### config.mk
export PLATFORM = sky130hd
export DESIGN_NAME = load_store_bus_adapter
export DESIGN_NICKNAME = d
export VERILOG_FILES = /design/src/rtl/load_store_bus_adapter.sv
export SDC_FILE = /design/constraint.sdc
export NUM_CORES = 1
export LEC_CHECK = 0
export ABC_AREA = 1
export CORE_MARGIN = 2
export CORE_UTILIZATION = 50
export CTS_CLUSTER_DIAMETER = 60
export CTS_CLUSTER_SIZE = 12
export DETAILED_ROUTE_END_ITERATION = 6
export GPL_TIMING_DRIVEN = 0
export PLACE_DENSITY = 0.82
export SLEW_MARGIN = 20
export SYNTH_ARGS = -nofsm -noshare
export SYNTH_HDL_FRONTEND = slang
export SYNTH_SLANG_ARGS = --single-unit
export TNS_END_PERCENT = 20
### constraint.sdc
create_clock -name clk -period 6 [get_ports clk]
set_input_delay 1.2 -clock clk [delete_from_list [all_inputs] [get_ports clk]]
set_output_delay 1.2 -clock clk [all_outputs]
set_load 0.01 [all_outputs]
### src/rtl/load_store_bus_adapter.sv
// Load/store bus adapter: turns one load/store unit request into one or two
// word-aligned bus accesses with byte lanes, then returns extended load data
// with a single-cycle done pulse.
// Optional feature macro: LSU_MISALIGN_SPLIT_EN. When defined, misaligned
// accesses are served (split across two words when needed). When undefined,
// misaligned accesses fault without touching the bus.

package load_store_bus_adapter_pkg;
    typedef enum logic [1:0] {
        CMD_NOP   = 2'd0,
        CMD_LOAD  = 2'd1,
        CMD_STORE = 2'd2
    } LoadStoreUnitCommand;

    typedef enum logic [2:0] {
        LST_BYTE          = 3'd0,
        LST_HALFWORD      = 3'd1,
        LST_WORD          = 3'd2,
        LST_UBYTE         = 3'd3,
        LST_UHALFWORD     = 3'd4
    } LoadStoreType;
endpackage

module load_store_bus_adapter
    import load_store_bus_adapter_pkg::*;
(
    input  logic                clk,
    input  logic                rst,
    input  logic                enable,
    input  LoadStoreUnitCommand command,
    input  LoadStoreType        loadStoreType,
    input  logic [31:0]         addr,
    input  logic [31:0]         storeRegValue,
    output logic                done,
    output logic                fault,
    output logic [31:0]         result,
    output logic                memReq,
    output logic                memWrite,
    output logic [31:0]         memAddr,
    output logic [3:0]          memByteEnable,
    output logic [31:0]         memWriteValue,
    input  logic                memAck,
    input  logic                memError,
    input  logic [31:0]         memReadValue
);

    typedef enum logic [1:0] {IDLE, ACCESS0, ACCESS1, DONE} state_t;

    state_t              state_q, state_d;
    logic [31:0]         addr_q, store_q, lo_q, result_q;
    LoadStoreUnitCommand cmd_q;
    LoadStoreType        type_q;
    logic                fault_q;

    logic        is_mem_cmd, reject_in, split;
    logic        in_acc0, in_acc1, in_access, write_access;
    logic [3:0]  lane_mask, be_lo, be_hi;
    logic [2:0]  hi_shift;
    logic [5:0]  bit_shift;
    logic [31:0] word_addr, wdata_lo, wdata_hi, rd_lo, rd_hi, merged, load_value;

    function automatic logic [31:0] extend(input LoadStoreType t, input logic [31:0] d);
        case (t)
            LST_BYTE:      extend = {{24{d[7]}}, d[7:0]};
            LST_HALFWORD:  extend = {{16{d[15]}}, d[15:0]};
            LST_UBYTE:     extend = {24'b0, d[7:0]};
            LST_UHALFWORD: extend = {16'b0, d[15:0]};
            default:       extend = d;
        endcase
    endfunction

    assign is_mem_cmd = (command == CMD_LOAD) || (command == CMD_STORE);

`ifdef LSU_MISALIGN_SPLIT_EN
    // A second access is needed whenever lanes spill past the top of the low word.
    assign split     = |be_hi;
    assign reject_in = 1'b0;
`else
    assign split     = 1'b0;
    assign reject_in = (((loadStoreType == LST_HALFWORD) || (loadStoreType == LST_UHALFWORD)) && addr[0])
                     || ((loadStoreType == LST_WORD) && (addr[1:0] != 2'b00));
`endif

    // Lane and data alignment, all derived from the latched request.
    always_comb begin
        case (type_q)
            LST_BYTE, LST_UBYTE:         lane_mask = 4'b0001;
            LST_HALFWORD, LST_UHALFWORD: lane_mask = 4'b0011;
            default:                     lane_mask = 4'b1111;
        endcase
    end

    assign bit_shift = {1'b0, addr_q[1:0], 3'b000};
    assign hi_shift  = 3'd4 - {1'b0, addr_q[1:0]};
    assign be_lo     = lane_mask << addr_q[1:0];
    assign be_hi     = lane_mask >> hi_shift;
    assign wdata_lo  = store_q << bit_shift;
    assign wdata_hi  = store_q >> (6'd32 - bit_shift);
    assign word_addr = {addr_q[31:2], 2'b00};

    // Read merge: in ACCESS1 the low word was captured during ACCESS0.
    assign rd_lo      = (state_q == ACCESS1) ? lo_q : memReadValue;
    assign rd_hi      = (state_q == ACCESS1) ? memReadValue : 32'd0;
    assign merged     = (rd_lo >> bit_shift) | (rd_hi << (6'd32 - bit_shift));
    assign load_value = (cmd_q == CMD_LOAD) ? extend(type_q, merged) : 32'd0;

    // State register.
    always_ff @(posedge clk or posedge rst) begin
        if (rst) state_q <= IDLE;
        else     state_q <= state_d;
    end

    // Next-state logic.
    always_comb begin
        state_d = state_q;
        case (state_q)
            IDLE: begin
                if (enable) begin
                    if (is_mem_cmd && !reject_in) state_d = ACCESS0;
                    else                          state_d = DONE;
                end
            end
            ACCESS0: begin
                if (memAck) begin
                    if (!memError && split) state_d = ACCESS1;
                    else                    state_d = DONE;
                end
            end
            ACCESS1: begin
                if (memAck) state_d = DONE;
            end
            default: state_d = IDLE;
        endcase
    end

    // Request capture, read-data capture and completion status.
    always_ff @(posedge clk or posedge rst) begin
        if (rst) begin
            addr_q   <= 32'd0;
            store_q  <= 32'd0;
            lo_q     <= 32'd0;
            result_q <= 32'd0;
            cmd_q    <= CMD_NOP;
            type_q   <= LST_BYTE;
            fault_q  <= 1'b0;
        end else begin
            case (state_q)
                IDLE: begin
                    if (enable) begin
                        addr_q   <= addr;
                        store_q  <= storeRegValue;
                        cmd_q    <= command;
                        type_q   <= loadStoreType;
                        fault_q  <= is_mem_cmd && reject_in;
                        result_q <= 32'd0;
                    end
                end
                ACCESS0: begin
                    if (memAck) begin
                        lo_q <= memReadValue;
                        if (memError) begin
                            fault_q  <= 1'b1;
                            result_q <= 32'd0;
                        end else if (!split) begin
                            result_q <= load_value;
                        end
                    end
                end
                ACCESS1: begin
                    if (memAck) begin
                        if (memError) begin
                            fault_q  <= 1'b1;
                            result_q <= 32'd0;
                        end else begin
                            result_q <= load_value;
                        end
                    end
                end
                default: ;
            endcase
        end
    end

    assign in_acc0      = (state_q == ACCESS0);
    assign in_acc1      = (state_q == ACCESS1);
    assign in_access    = in_acc0 || in_acc1;
    assign write_access = in_access && (cmd_q == CMD_STORE);

    assign memReq        = in_access;
    assign memWrite      = write_access;
    assign memAddr       = in_acc0 ? word_addr : (in_acc1 ? word_addr + 32'd4 : 32'd0);
    assign memByteEnable = in_acc0 ? be_lo : (in_acc1 ? be_hi : 4'd0);
    assign memWriteValue = write_access ? (in_acc0 ? wdata_lo : wdata_hi) : 32'd0;

    assign done   = (state_q == DONE);
    assign fault  = done && fault_q;
    assign result = done ? result_q : 32'd0;

endmodule

==> impl_metrics.yaml, run 1 <==
clocking:
  cts.htree.levels: 4
  clockBufferDepth: 2
  post_cts_buffers: 0
  cts_buffers: 17
  cts_hold_buf: 0
  clock_sinks: 136
  worstSkewPairLatency_ps: 430
  path_clk_slew_ps: 60
  post_cts_resized: 0
  cts_root_buf: "clkbuf_16"
  cts_tree: "done"
power:
  p_int_w: 0.00368
  switching_share_pct: 50.9
  p_seq_share_pct: 22.0
  power_leakage_nw: 6.18
  power.share.combinational_pct: 63.1
  switchingPower_w: 0.00382
  clockPowerShare_pct: 14.9
  power-per-cell-area_mw_per_mm2: 585
  ir_drop_mv: 0.285
worst_setup_path:
  reg2reg_from: "addr_q[0]"
  crit_buf_inv: 7
  start_kind: "flop"
  crit_family: "buffers and inverters"
  crit_chain: "inv_2 > buf_6 > clkbuf_1 > ha_1 > inv_2 > nand2_1 > clkinv_1 > buf_2 > nand2_1 > a221oi_1 > clkdlybuf4s50_1"
  required_ps: 4800
  cp-endpoint: "memWriteValue[0]"
  timing_worst_setup_path_type: "reg -> out"
  r2r_slack_ps: 2880
  cp_data_arrival_time_ps: 4170
  path_max_fanout: 10
  slowest_stage: "clkdlybuf4s50_1"
  crit_cells: 11
  critPathLaunch: "addr_q[0]"
  regToRegEndpoint: "result_q[30]"
  max_stage_delay_ps: 660
  critical_path.endpoint_type: "output port"
  r2r_cells: 13
die:
  initial_core_util_pct: 50.5
  die_h_um: 144
  boundaryPins: 210
  placementRows: 51
  fp.coreArea_mm2: 0.0193
  die_w_um: 144
  die-area_mm2: 0.0207
logic_synthesis:
  synth_cells: 1462
  synth_edf_count: 0
  ys_warn_count: 0
  ys_types: 49
  syn_area_mm2: 0.00976
  synth-seq-cells: 136
  synthArstFlopShare_pct: 100
  synth_seq_area_share_pct: 34.9
  ys.flop_type: "dfrtp_1"
  syn_area_per_cell_um2: 6.68
placement:
  globalplace.congestion: 1.01
  hpwlAfterDp_mm: 28.6
  place_ws_ps: 1190
  portBuffers: 207
  placed_area_mm2: 0.0122
layout:
  fin_nets: 1803
  postLayoutCellArea_mm2: 0.0128
  synthToLayoutAreaGrowth_pct: 31.3
  final_core_util_pct: 66.3
  antenna_cells: 0
  drive_gt1_share_pct: 8.82
detailed_routing:
  drtAntennaViolNets: 0
  drt-initial-drc-count: 1207
  top_layer: "met5"
  wl_met2_mm: 17.3
  viasPerCell: 5.73
  wl_met3_mm: 3.47
  route.vias.total: 11266
  route.detailed.drc: 0
  dr.pass1.iters: 5
  met1_length_mm: 14.7
  wire_per_inst_um: 19.0
  wl_mm: 37.3
hold_path:
  hold_path_class: "reg -> reg"
  holdPathStages: 2
run:
  cap_violations: 0
run_status:
  run_status: "finished, final reports clean"
timing:
  maxSlewHeadroom_pct: 54.2
  fin_ws_ps: 628
  skew_ps: 10.6
  rsz0062_at_grt: "no"
  fin_tns_setup_ps: 0
  hold_viol_final: 0
  finalCriticalPeriod_ps: 5370
  post-route-period-util_pct: 89.5
  slew_viol_final: 0
  tightest_slew_ps: 684
  max_freq_mhz: 186
  fin_hold_ws_ps: 480
  setup_viol: 0
global_routing:
  grt_max_degree: 98
  gr-usage-all-layers_pct: 36.5
  grt_pass1_vias: 10696
  grt_first_pass_wirelength_mm: 57.4
  grt_overflow_total: 0
  antenna_found_initial: 1
-- cells by family after synthesis --
| logic type | count (synthesis) | synth area share (%) |
|---|---|---|
| flip-flops | 136 | 34.9 |
| AND/OR/NAND/NOR | 721 | 30.5 |
| XOR/XNOR | 1 | 0.0897 |
| multiplexers | 23 | 2.65 |
| other | 1 | 0.0384 |
| AO/OA/AOI/OAI | 329 | 20.3 |
| buffers and inverters | 244 | 10.6 |
| adder cells (fa/ha/maj) | 7 | 0.897 |
-- power groups by stage --
stage	combinational (W)	sequential (W)	clock, W
after floorplan	0.00300	0.00154	0
final	0.00473	0.00165	0.00112
after CTS	0.00463	0.00164	0.00112
after global placement	0.00456	0.00163	0
after detailed placement	0.00461	0.00165	0
after global routing	0.00513	0.00169	0.00116
-- worst min path at each step --
stage / slack, ps / to / from
finish: 480 / result_q[2] / result_q[2]
detailed placement: 470 / result_q[2] / result_q[2]
CTS: 480 / result_q[2] / result_q[2]
global route: 510 / result_q[4] / result_q[4]
floorplan: 450 / lo_q[10] / lo_q[10]
global placement: 460 / lo_q[22] / lo_q[22]
-- layer usage --
metal	GRT usage [%]	vias up
met1	47.2	5255
met2	59.3	643
met3	6.73	119
li1	-	5247
met4	16.8	2
met5	0	-
-- registers in the layout, indices dropped and copies added (netlist names) --
signal / cells
fault_q: 1
result_q: 32
addr_q: 32
cmd_q: 2
store_q: 32
type_q: 3
lo_q: 32
state_q: 2
-- worst reg2reg max path: stages, from the launching register on --
cell and delay, ps:
dfrtp_1 460, inv_2 150, buf_6 160, clkbuf_1 510, ha_1 320, inv_2 150
nand2_1 280, clkinv_1 390, nand2_1 170, nand3_1 80, nor2_1 180, nor2_1 70
nand2_1 60, nand2_1 40
-- synthesized netlist by cell type (all sizes together) (2+ instances only) --
master     n  area share [%]
a2111oi    8             1.2
a211oi     9            0.69
a21oi    108             5.6
a221oi    16             2.1
a22oi      8            0.62
buf       56             3.4
clkbuf    31             1.2
dfrtp    136              35
ha         7            0.90
inv      156             6.0
mux2      23             2.7
nand2    464              18
nand3     78             4.3
nand4     15             1.1
nor2     137             5.4
nor3      23             1.4
o211ai    20             1.5
o21a       2            0.15
o21ai    146             7.5
o221ai     4            0.36
o22ai      4            0.32
or2        2            0.13
-- placed cells by master, fill, tap and decap left out, types with 14 or more instances in the layout --
cell | netlist | routed
a21oi_1 | 107 | 107
buf_2 | 32 | 32
buf_4 | 16 | 16
clkbuf_1 | 31 | 33
clkbuf_16 | 0 | 17
clkdlybuf4s50_1 | 0 | 207
dfrtp_1 | 136 | 136
inv_1 | 146 | 145
mux2_2 | 23 | 23
nand2_1 | 461 | 461
nand3_1 | 74 | 74
nand4_1 | 14 | 14
nor2_1 | 134 | 134
nor3_1 | 20 | 20
o211ai_1 | 20 | 20
o21ai_0 | 106 | 106
o21ai_1 | 40 | 40
-- area by class of cell --
type,instances,area (um^2)
inverters,157,597
flip-flops and latches,136,3400
clock inverters,11,176
plain buffers,87,449
multi-input cells,1083,5330
clock buffers,19,433
well taps,265,332
fillers,1750,6520
repair buffers,208,2100
-- metrics by stage --
step	std cells	total power (W)
after floorplan	1463	0.00454
after global placement	1935	0.00619
after detailed placement	1936	0.00625
after CTS	1966	0.00739
after global routing	1966	0.00799
final	1966	0.00750
(Power assumes the default switching activity.)
==> run 2, diff against run 1 <==
--- a/config.mk
+++ b/config.mk
@@ -11,8 +11,9 @@
 export CTS_CLUSTER_DIAMETER = 60
 export CTS_CLUSTER_SIZE = 12
 export DETAILED_ROUTE_END_ITERATION = 6
+export GPL_ROUTABILITY_DRIVEN = 0
 export GPL_TIMING_DRIVEN = 0
-export PLACE_DENSITY = 0.82
+export PLACE_DENSITY = 0.83
 export SLEW_MARGIN = 20
 export SYNTH_ARGS = -nofsm -noshare
 export SYNTH_HDL_FRONTEND = slang
==> run 2 against run 1 <==
  * Die area did not move
  * Global-route usage fell by 2.0 points
  * Total power fell by 1.4%
  * Cell area fell by 0.15%
  * Sequential power barely moved
  * Critical path depth fell by 1
  * Wire length fell by 5.6%
  * Sequential cell count did not move
  * Clock-buffer cell count fell by 2
  * Setup slack got worse by 13 ps
  * Critical endpoint is now memWriteValue[23]
  * Largest cell class unchanged
  * Highest routed layer unchanged
==> impl_metrics.yaml, run 2 (synthesized netlist as in run 1, its figures left out) <==
run_status:
  run_status: "finished, final reports clean"
power:
  ir_drop_mv: 0.336
  fin_total_pwr_w: 0.00740
  power-per-cell-area_mw_per_mm2: 578
  power_leakage_nw: 6.18
worst_setup_path:
  critical_path.endpoint_type: "output port"
  reg2reg_from: "addr_q[1]"
  r2r_cells: 13
  path_max_fanout: 10
  r2r_slack_ps: 2850
  cp_data_arrival_time_ps: 4180
  regToRegEndpoint: "result_q[9]"
  critPathLaunch: "addr_q[1]"
  start_kind: "flop"
  required_ps: 4800
  timing_worst_setup_path_type: "reg -> out"
placement:
  dpl.cell_count: 1936
  hpwlAfterDp_mm: 26.4
  portBuffers: 207
timing:
  slew_viol_final: 0
  setup_viol: 0
  maxSlewHeadroom_pct: 57.3
  max_freq_mhz: 186
  post-route-period-util_pct: 89.7
  rsz0062_at_grt: "no"
  hold_viol_final: 0
  skew_ps: 10.8
  finalCriticalPeriod_ps: 5380
  tightest_slew_ps: 640
layout:
  synthToLayoutAreaGrowth_pct: 31.1
  layout_commonest_cell: "nand2_1"
  final_cell_mix: "nand2_1, clkdlybuf4s50_1, inv_1"
  antenna_cells: 0
  drive_gt1_share_pct: 9.04
  fin_nets: 1803
  instances_no_fill: 1968
global_routing:
  grt_overflow_total: 0
  antenna_found_initial: 1
  grt_max_degree: 92
  gr-usage-all-layers_pct: 34.4
  grt_first_pass_wirelength_mm: 54.8
  grt_pass1_vias: 10619
clocking:
  clockBufferDepth: 2
  path_clk_slew_ps: 60
  clock_sinks: 136
  cts_tree: "done"
  post_cts_buffers: 0
  worstSkewPairLatency_ps: 440
  cts_buffers: 17
  cts.htree.levels: 4
  cts_hold_buf: 0
  post_cts_resized: 0
  cts_root_buf: "clkbuf_16"
detailed_routing:
  drtAntennaViolNets: 0
  drt-initial-drc-count: 1498
  dr.pass1.iters: 7
  viasPerCell: 5.84
  wl_met2_mm: 15.7
  met1_length_mm: 13.2
  wire_per_inst_um: 17.9
  top_layer: "met5"
  wl_met3_mm: 4.31
  route.vias.total: 11488
  route.detailed.drc: 0
  wl_mm: 35.2
run:
  cap_violations: 0
die:
  initial_core_util_pct: 50.5
  die-area_mm2: 0.0207
  fp.coreArea_mm2: 0.0193
  die_h_um: 144
  boundaryPins: 210
  placementRows: 51
  die_w_um: 144
hold_path:
  holdPathStages: 2
  min-delay-start: "result_q[12]"
  min_delay_worst_endpoint: "result_q[12]"
  hold_path_class: "reg -> reg"
[run 2: how the worst max path moves through the flow]
| stage | to | slack, ps | cells past startpoint |
|---|---|---|---|
| 6_report | memWriteValue[23] | 620 | 10 |
| 5_1_grt | memWriteValue[23] | 430 | 10 |
| 4_1_cts | memWriteValue[0] | 750 | 11 |
| 3_5_place_dp | memWriteValue[0] | 1240 | 11 |
| 3_3_place_gp | store_q[20] | -730 | 2 |
| 2_1_floorplan | addr_q[0] | 1160 | 1 |
[run 2: through the flow]
| stage | util, % | setup slack, ps | hold slack, ps | setup TNS, ps | instance area [um^2] |
|---|---|---|---|---|---|
| 6_report | 66.2 | 615 | 482 | 0 | 12800 |
| 5_1_grt | 66.2 | 433 | 512 | 0 | 12800 |
| 4_1_cts | 66.2 | 747 | 483 | 0 | 12800 |
| 3_5_place_dp | 63.1 | 1240 | 465 | 0 | 12200 |
| 3_3_place_gp | 63.0 | -734 | 463 | -97520 | 12200 |
| 2_1_floorplan | - | 1160 | 448 | 0 | 9770 |
[run 2: metal layers]
| metal | global-route usage [%] | vias to the layer above |
|---|---|---|
| met5 | 0 | - |
| met4 | 16.0 | 2 |
| met3 | 9.53 | 181 |
| met2 | 54.0 | 806 |
| met1 | 44.3 | 5253 |
| li1 | - | 5246 |
[run 2: layout make-up]
class / instances / area, um^2
fill: 1689 / 6540
multi-input combinational: 1083 / 5330
sequential: 136 / 3400
timing repair buffer: 208 / 2100
inverter: 157 / 597
buffer: 87 / 449
clock buffer: 17 / 425
tap: 265 / 332
clock inverter: 15 / 165
[run 2: worst max-delay path: stages, from the launching register on]
cell             delay [ps]
dfrtp_1                 400
inv_1                   170
buf_2                   260
clkbuf_1                490
ha_1                    390
nor2_1                  200
buf_4                   220
clkbuf_1                470
a21oi_1                 160
a2111oi_2               360
clkdlybuf4s50_1         620
[run 2: power breakdown]
group	switching (W)	internal [W]	total, W	leakage (nW)
clock network	0.000455	0.000619	0.00107	0.289
registers	0.000324	0.00133	0.00165	1.64
logic	0.00301	0.00166	0.00467	4.25
total	0.00379	0.00361	0.00740	6.18
